## config.mk

```make
export PLATFORM = sky130hd
export DESIGN_NAME = pc_fetch_control_flat
export DESIGN_NICKNAME = d
export VERILOG_FILES = /design/src/rtl/mips_pkg.sv /design/src/rtl/pc_fetch_control_if.sv /design/src/rtl/pc_next_logic.sv /design/src/rtl/pc_fetch_control.sv /design/src/flat_wrapper.sv
export SDC_FILE = /design/constraint.sdc
export NUM_CORES = 1
export LEC_CHECK = 0
export CORE_MARGIN = 8
export CORE_UTILIZATION = 30
export CTS_CLUSTER_DIAMETER = 60
export CTS_CLUSTER_SIZE = 28
export DETAILED_ROUTE_END_ITERATION = 10
export PLACE_DENSITY = 0.71
export SYNTH_ARGS = -nofsm -noshare
export SYNTH_HDL_FRONTEND = slang
export SYNTH_SLANG_ARGS = --single-unit
```

## constraint.sdc

```tcl
create_clock -name clock -period 6 [get_ports clock]
set_input_delay 0.9 -clock clock [delete_from_list [all_inputs] [get_ports clock]]
set_output_delay 0.9 -clock clock [all_outputs]
set_load 0.005 [all_outputs]
```

## src/rtl/mips_pkg.sv

```systemverilog
// Shared types and widths for the instruction-fetch control slice.
package mips_pkg;

  localparam int PC_W    = 32;
  localparam int INDEX_W = 26;
  localparam int IMM_W   = 16;

  localparam logic [PC_W-1:0] DEFAULT_RESET_PC = 32'h0000_0000;

  typedef enum logic [1:0] {
    ST_FETCH = 2'd0,
    ST_EXEC  = 2'd1,
    ST_ERROR = 2'd2
  } fetch_state_t;

endpackage

```

## src/rtl/pc_fetch_control_if.sv

```systemverilog
// Signal bundle between the fetch controller and its decoder / instruction memory.
interface pc_fetch_control_if;
  import mips_pkg::*;

  logic               stall;
  logic               branch;
  logic               zero;
  logic               jump;
  logic [PC_W-1:0]    imm_ext;
  logic [INDEX_W-1:0] instr_index;
  logic               imem_ready;

  logic [PC_W-1:0]    pc;
  logic [PC_W-1:0]    pc_plus4;
  logic [PC_W-1:0]    branch_target;
  logic               imem_req;
  logic [PC_W-1:0]    imem_addr;
  logic               instr_valid;
  logic               fetch_err;
  logic [PC_W-1:0]    retired;
  fetch_state_t       fsm_state;

  // Fetch handshake: a fetch completes on the rising edge where imem_req and
  // imem_ready are both 1; imem_ready is a don't-care whenever imem_req is 0.
  modport master (
    input  stall, branch, zero, jump, imm_ext, instr_index, imem_ready,
    output pc, pc_plus4, branch_target, imem_req, imem_addr,
           instr_valid, fetch_err, retired, fsm_state
  );

  modport slave (
    output stall, branch, zero, jump, imm_ext, instr_index, imem_ready,
    input  pc, pc_plus4, branch_target, imem_req, imem_addr,
           instr_valid, fetch_err, retired, fsm_state
  );

endinterface

```

## src/rtl/pc_next_logic.sv

```systemverilog
// Combinational next-PC selection: sequential, conditional branch, or jump.
module pc_next_logic
  import mips_pkg::*;
(
  input  logic [PC_W-1:0]    pc,
  input  logic               branch,
  input  logic               zero,
  input  logic               jump,
  input  logic [PC_W-1:0]    imm_ext,
  input  logic [INDEX_W-1:0] instr_index,
  output logic [PC_W-1:0]    pc_plus4,
  output logic [PC_W-1:0]    branch_target,
  output logic [PC_W-1:0]    next_pc
);

  // Wrapping 32-bit adds give modulo arithmetic and backward branches for free.
  assign pc_plus4      = pc + 32'd4;
  assign branch_target = pc_plus4 + {imm_ext[PC_W-3:0], 2'b00};

  always_comb begin
    next_pc = pc_plus4;
    if (jump) begin
      next_pc = {pc_plus4[PC_W-1:PC_W-4], instr_index, 2'b00};
    end else if (branch && zero) begin
      next_pc = branch_target;
    end
  end

endmodule

```

## src/rtl/pc_fetch_control.sv

```systemverilog
// PC register, retired counter and FETCH/EXEC/ERROR sequencing with a fetch timeout.
module pc_fetch_control
  import mips_pkg::*;
#(
  parameter logic [PC_W-1:0] RESET_PC    = DEFAULT_RESET_PC,
  parameter int              MEM_TIMEOUT = 8
) (
  input  logic               clock,
  input  logic               reset,
  pc_fetch_control_if.master bus
);

  localparam int CNT_W = $clog2(MEM_TIMEOUT + 1);

  fetch_state_t     state, state_nxt;
  logic [CNT_W-1:0] wait_cnt, wait_nxt, wait_inc;
  logic [PC_W-1:0]  pc_q, retired_q, next_pc, pc_plus4, branch_target;
  logic             advance;

  pc_next_logic u_next (
    .pc            (pc_q),
    .branch        (bus.branch),
    .zero          (bus.zero),
    .jump          (bus.jump),
    .imm_ext       (bus.imm_ext),
    .instr_index   (bus.instr_index),
    .pc_plus4      (pc_plus4),
    .branch_target (branch_target),
    .next_pc       (next_pc)
  );

  assign wait_inc = wait_cnt + 1'b1;

  always_comb begin
    state_nxt = state;
    wait_nxt  = wait_cnt;
    advance   = 1'b0;
    unique case (state)
      ST_FETCH: begin
        if (bus.imem_ready) begin
          state_nxt = ST_EXEC;
          wait_nxt  = '0;
        end else begin
          wait_nxt = wait_inc;
          if (wait_inc == CNT_W'(MEM_TIMEOUT)) state_nxt = ST_ERROR;
        end
      end
      ST_EXEC: begin
        // Decoder controls only matter on the cycle the instruction completes.
        if (!bus.stall) begin
          state_nxt = ST_FETCH;
          wait_nxt  = '0;
          advance   = 1'b1;
        end
      end
      ST_ERROR: state_nxt = ST_ERROR;
      default:  state_nxt = ST_FETCH;
    endcase
  end

  always_ff @(posedge clock or posedge reset) begin
    if (reset) begin
      state     <= ST_FETCH;
      wait_cnt  <= '0;
      pc_q      <= RESET_PC;
      retired_q <= '0;
    end else begin
      state    <= state_nxt;
      wait_cnt <= wait_nxt;
      if (advance) begin
        pc_q      <= next_pc;
        retired_q <= retired_q + 32'd1;
      end
    end
  end

  // Status outputs decode straight from state so reset clears them without a clock.
  assign bus.pc            = pc_q;
  assign bus.pc_plus4      = pc_plus4;
  assign bus.branch_target = branch_target;
  assign bus.imem_addr     = pc_q;
  assign bus.imem_req      = (state == ST_FETCH);
  assign bus.instr_valid   = (state == ST_EXEC);
  assign bus.fetch_err     = (state == ST_ERROR);
  assign bus.retired       = retired_q;
  assign bus.fsm_state     = state;

endmodule

```

## src/flat_wrapper.sv

```systemverilog
// flat-port wrapper written by rule: the top's interface ports become plain ports
module pc_fetch_control_flat import mips_pkg::*;
#(
  parameter logic [PC_W-1:0] RESET_PC    = DEFAULT_RESET_PC,
  parameter int              MEM_TIMEOUT = 8
)
  (clock, reset, bus_stall, bus_branch, bus_zero, bus_jump, bus_imm_ext, bus_instr_index, bus_imem_ready, bus_pc, bus_pc_plus4, bus_branch_target, bus_imem_req, bus_imem_addr, bus_instr_valid, bus_fetch_err, bus_retired, bus_fsm_state);
  pc_fetch_control_if bus_i ();
  input  logic clock;
  input  logic reset;
  input wire logic [$bits(bus_i.stall)-1:0] bus_stall;
  input wire logic [$bits(bus_i.branch)-1:0] bus_branch;
  input wire logic [$bits(bus_i.zero)-1:0] bus_zero;
  input wire logic [$bits(bus_i.jump)-1:0] bus_jump;
  input wire logic [$bits(bus_i.imm_ext)-1:0] bus_imm_ext;
  input wire logic [$bits(bus_i.instr_index)-1:0] bus_instr_index;
  input wire logic [$bits(bus_i.imem_ready)-1:0] bus_imem_ready;
  output wire logic [$bits(bus_i.pc)-1:0] bus_pc;
  output wire logic [$bits(bus_i.pc_plus4)-1:0] bus_pc_plus4;
  output wire logic [$bits(bus_i.branch_target)-1:0] bus_branch_target;
  output wire logic [$bits(bus_i.imem_req)-1:0] bus_imem_req;
  output wire logic [$bits(bus_i.imem_addr)-1:0] bus_imem_addr;
  output wire logic [$bits(bus_i.instr_valid)-1:0] bus_instr_valid;
  output wire logic [$bits(bus_i.fetch_err)-1:0] bus_fetch_err;
  output wire logic [$bits(bus_i.retired)-1:0] bus_retired;
  output wire logic [$bits(bus_i.fsm_state)-1:0] bus_fsm_state;
  assign bus_i.stall = bus_stall;
  assign bus_i.branch = bus_branch;
  assign bus_i.zero = bus_zero;
  assign bus_i.jump = bus_jump;
  assign bus_i.imm_ext = bus_imm_ext;
  assign bus_i.instr_index = bus_instr_index;
  assign bus_i.imem_ready = bus_imem_ready;
  assign bus_pc = bus_i.pc;
  assign bus_pc_plus4 = bus_i.pc_plus4;
  assign bus_branch_target = bus_i.branch_target;
  assign bus_imem_req = bus_i.imem_req;
  assign bus_imem_addr = bus_i.imem_addr;
  assign bus_instr_valid = bus_i.instr_valid;
  assign bus_fetch_err = bus_i.fetch_err;
  assign bus_retired = bus_i.retired;
  assign bus_fsm_state = bus_i.fsm_state;
  pc_fetch_control #(.RESET_PC(RESET_PC), .MEM_TIMEOUT(MEM_TIMEOUT)) u_core (.clock(clock), .reset(reset), .bus(bus_i));
endmodule
```

Word-level counts from Yosys, hierarchy flattened

Index checks and enable logic that the tools add are counted.
W data, S select, Z words.

Bits of input ports: 65
Flip-flop bits (word level): 70

Eq/ne operators: 5
Reductions and logical operators: 5
$add $sub $neg: 4
Mux-type cells: 11

Operator list:

| kind                    | number |
|---|---|
| $mux W32                | 2 |
| $add A32 B1 Y32 const B | 1 |
| $add A32 B3 Y32 const B | 1 |
| $add A32 B32 Y32        | 1 |
| $mux W4                 | 2 |
| $pmux W4 S2             | 1 |
| $mux W2                 | 3 |
| $pmux W2 S3             | 1 |
| $add A4 B1 Y4 const B   | 1 |
| $eq A4 B4 Y1 const B    | 1 |
| $reduce_and A2 Y1       | 2 |
| $ne A3 B2 Y1 const B    | 1 |
| $eq A2 B1 Y1 const B    | 1 |
| $eq A2 B2 Y1 const B    | 1 |
| $logic_not A2 Y1        | 1 |
| $mux W1                 | 2 |
| $ne A2 B2 Y1 const B    | 1 |
| $reduce_bool A2 Y1      | 1 |
| $logic_and A1 B1 Y1     | 1 |

Depth between registers and ports, before layout

Word-level depth: 5
Gate-level depth with buffers: 16
Gate-level depth less buffers: 16

Cells and area by module

A second synthesis with hierarchy kept.

Cells, all modules: 704
Area, all modules: 6,144.6 um^2

By module, submodules not included:

| module           | sequential area each (um^2) | instances | area an instance (um^2) | cells an instance |
|---|---|---|---|---|
| pc_fetch_control | 1,751.7                     | 1         | 3,145.5                 | 252 |
| pc_next_logic    | 0.0                         | 1         | 2,999.1                 | 452 |

Worst setup path before layout

No wires, ideal clock.

Path type: register -> output
Start point: register u_core.pc_q[4] (netlist: u_core.bus.imem_addr[4])
End point: output bus_branch_target[31]
Setup slack: 1.440 ns
Stages on the path, launching flop included: 16
Data arrival time: 3.660 ns
Path buffers: 0
Path through: dfrtp_1 > nand4_1 > nor4_2 > nand2_1 > nor2_1 > nand2_1 > xnor2_1 > ha_1 > a21o_1 > a21o_1 > a21o_1 > o221a_2 > a211o_1 > or3_4 > nand3_1 > nor2b_1

Longest elaborated chain between the ends: 2

RTL lines:

| what                   | RTL line               | source |
|---|---|---|
| start, declared        | pc_fetch_control.sv:17 | `logic [PC_W-1:0] pc_q, retired_q, next_pc, pc_plus4, branch_target;` |
| start signal, assigned | pc_fetch_control.sv:71 | `pc_q <= next_pc;` |
| $add A32 B3 Y32        | pc_next_logic.sv:17    | `assign pc_plus4 = pc + 32'd4;` |
| via bus_pc_plus4[27]   | flat_wrapper.sv:19     | `output wire logic [$bits(bus_i.pc_plus4)-1:0] bus_pc_plus4;` |
| $add A32 B32 Y32       | pc_next_logic.sv:18    | `assign branch_target = pc_plus4 + {imm_ext[PC_W-3:0], 2'b00};` |
| end, declared          | flat_wrapper.sv:20     | `output wire logic [$bits(bus_i.branch_target)-1:0] bus_branch_target;` |

The timed path passes the listed nets, and every way through them passes these cells.

Worst setup path in the final report

Start point: register u_core.pc_q[6] (netlist: u_core.bus.imem_addr[6])
End point: output bus_branch_target[31]

Longest elaborated chain between the ends: 2

RTL lines:

| what             | RTL line |
|---|---|
| $add A32 B3 Y32  | pc_next_logic.sv:17 |
| $add A32 B32 Y32 | pc_next_logic.sv:18 |

No other way between the ends.

==> results by group <==
Global route
  • Initial antenna violation count: 1
  • Global Route Usage Sum: between 10% and 20%
  • Largest net degree at the start of global routing: just under 60
  • Vias in the first global route: approximately 5900
  • First-pass GRT wire length: approximately 33 mm
  • Grt total ovfl: 0

Timing
  • RSZ-0062 raised after global routing: false
  • Max-slew violation count: 0
  • F_max: about 170 MHz
  • Crit share post-route: a little over nine tenths
  • Setup violators final: 0
  • Relative slew slack: a little under two fifths
  • Least-Margin Pin Slew: approximately 930 ps
  • Final setup TNS: 0 ps
  • Hold violation total from the final report: 0
  • Layout Skew: 11.7 ps
  • Worst hold margin: ~470 ps
  • Post-route minimum period: 5720 ps

Worst setup path
  • R2R depth: 15
  • Worst path top cell family by delay: compound AO/OA/AOI/OAI gates
  • Required @ worst endpoint: slightly above 5000 ps
  • Worst Setup Path Type: flop to output pin
  • Crit path capture type: output pin
  • CP arrival: roughly 4800 ps
  • Critical Path Slowest Stage Cell: clkdlybuf4s50_1
  • Critical path buffers and inverters: 2
  • Worst setup SP type: flop
  • Largest stage delay, worst path: about 500 ps
  • CP Cell Sequence: nand4_1, buf_4, nor3_4, nand2_1, xnor2_1, ha_1, a21oi_1, o211ai_1, a221oi_2, a31oi_1, a211o_1, or3_4, nand3_1, nor2b_1, clkdlybuf4s50_1
  • Crit-path max FO: 6
  • WP depth: 15
  • R2R setup slack: 1680 ps

Min path
  • Hold Path Cell Cnt: 1
  • Hold Path Class: flop to flop

Power and ir drop
  • Comb pwr share: between 50% and 60%
  • NetSw: roughly 1100 uW
  • Pwr dens: about 340 nW/um2
  • P_int: between 1500 and 2000 uW
  • Max IR drop VDD: about 0.17 mV
  • Register share of total power: between 20 and 25%
  • Sw Share: 38.1%
  • Clk network pwr share: 20.7%
  • Leakage: about 0.0036 uW

Drt
  • DR iter-0 viols: 323
  • DRC viols: 0
  • Total Wirelength: approximately 22 mm
  • Vias per cell: 5.11
  • DRT antenna net count: 0
  • Vias: ~6000
  • First-pass DRT Iterations: 5
  • DR WL/cell: roughly 19 um

Layout
  • Util after Layout: a little over two fifths
  • Most frequent cells in the layout: clkdlybuf4s50_1, nand2_1, nor2_1
  • Share of cells above drive strength 1: 5.89%
  • Most common cell after layout, fill and taps aside: clkdlybuf4s50_1
  • Area of the multi-input gates: around 3700 um2
  • NumNets Final: 1000
  • Area grow syn2layout: 44.6%
  • Sequential Area: between 1500 and 2000 um2
  • Fillcell total: between 1500 and 2000

CTS
  • CTS H-tree depth: 3
  • Worst-skew pair later-pin latency: roughly 350 ps
  • Clock sinks: 68
  • Clk root buf: clkbuf_16
  • CTS tree: yes
  • Worst-path clk slew: roughly 60 ps
  • CTS buffer count: 9
  • Post-CTS Hold Fix Bufs: 0
  • CTS max path bufs: 2

Outcome
  • Status: completed

Logic synthesis
  • Synth unique cells: 68
  • Top FF cell, synth: dfrtp_1
  • Register area share after synthesis: 29.1%
  • #FFs+latches synth: 68
  • Post-synth EDFFs: 0
  • Synth Instances: approximately 710
  • Synth Warn #: 0
  • Cell area after synthesis: 5840 um2
  • Async S/R FF share, synth: between 90% and 100%
  • Mean Syn Cell Area: about 8.3 um2

Floorplanning
  • Die X: 156 um
  • IO Count: 230
  • Die height: about 160 um
  • DIE AREA: 24200 um2
  • Initial core utilization: 30.3%
  • Core area: ~19000 um2
  • FP Rows: slightly above 50

Placement
  • IO Port Bufs: 219
  • GP Congestion: a little under 0.9
  • Post-detail-place hpwl: around 17 mm

Job
  • Max Cap Viol: 0
==> registers in the layout, summed over array words and instances (netlist names) <==
register / cells
u_core.bus.retired: 32
u_core.bus.fsm_state: 2
u_core.bus.imem_addr: 30
u_core.wait_cnt: 4
==> synthesized netlist by cell type, drive strengths merged (19+ instances only) <==
library cell	number	share of area (%)
nand2	79	5.1
a21o	19	2.4
o21ai	42	3.7
ha	39	8.4
nand4	22	2.5
nor2	72	4.6
a21oi	46	3.9
nand3	20	1.7
dfrtp	68	29
inv	19	1.2
xor2	23	3.5
xnor2	64	9.6
buf	46	5.6
==> layer usage <==
layer	wire length, um	GRT usage (%)	up-vias
li1	-	-	2840
met1	9360	21.6	2843
met2	9900	28.3	235
met3	1710	4.27	39
met4	677	8.04	0
met5	0	0	-
==> repair_timing <==
action,in CTS,in global routing
gates resized for setup,0,7
buffers inserted,0,3
setup endpoints to repair,0,3
==> final timing paths <==
check / startpoint / endpoint
min reg2reg: u_core.bus.retired[31]$_DFFE_PP0P_ / u_core.bus.retired[31]$_DFFE_PP0P_
max reg2reg: u_core.bus.imem_addr[6]$_DFFE_PP0P_ / u_core.bus.imem_addr[31]$_DFFE_PP0P_
max: u_core.bus.imem_addr[6]$_DFFE_PP0P_ / bus_branch_target[31]
max in group asynchronous: reset / u_core.bus.imem_addr[4]$_DFFE_PP0P_
min: u_core.bus.retired[31]$_DFFE_PP0P_ / u_core.bus.retired[31]$_DFFE_PP0P_
min in group asynchronous: reset / u_core.wait_cnt[3]$_DFFE_PP0P_
==> logic make-up after synthesis <==
family                   synth area share (%)
AO/OA/AOI/OAI                            17.7
buffers and inverters                    7.48
other                                  0.0642
XOR/XNOR                                 13.1
multiplexers                             1.91
AND/OR/NAND/NOR                          21.9
flip-flops                               29.1
adder cells (fa/ha/maj)                  8.70
==> power groups by stage <==
stage	clock [uW]	combinational [uW]	sequential [uW]
3_3_place_gp	0	1620	665
3_5_place_dp	0	1630	668
5_1_grt	629	1790	678
2_1_floorplan	0	815	638
4_1_cts	614	1650	660
6_report	600	1640	660
==> layout make-up <==
class                   count  share of cell area [%]
inverters                  19                   0.845
clock inverters             6                    1.02
multi-input cells         568                    44.3
flip-flops and latches     68                    20.2
diodes                      1                  0.0296
clock buffers              10                    2.83
well taps                 265                    3.93
repair buffers            229                    26.8
==> per-stage QoR <==
stage | setup slack, ps | total power [uW] | std cells | area (um2)
after floorplan | 1440 | 1450 | 712 | 5860
after global placement | 539 | 2290 | 1146 | 8070
after detailed placement | 423 | 2300 | 1146 | 8070
after CTS | 24.4 | 2920 | 1162 | 8400
after global routing | 0.835 | 3090 | 1166 | 8440
final | 279 | 2900 | 1166 | 8440
No activity file was read; power rests on OpenSTA's default activity.
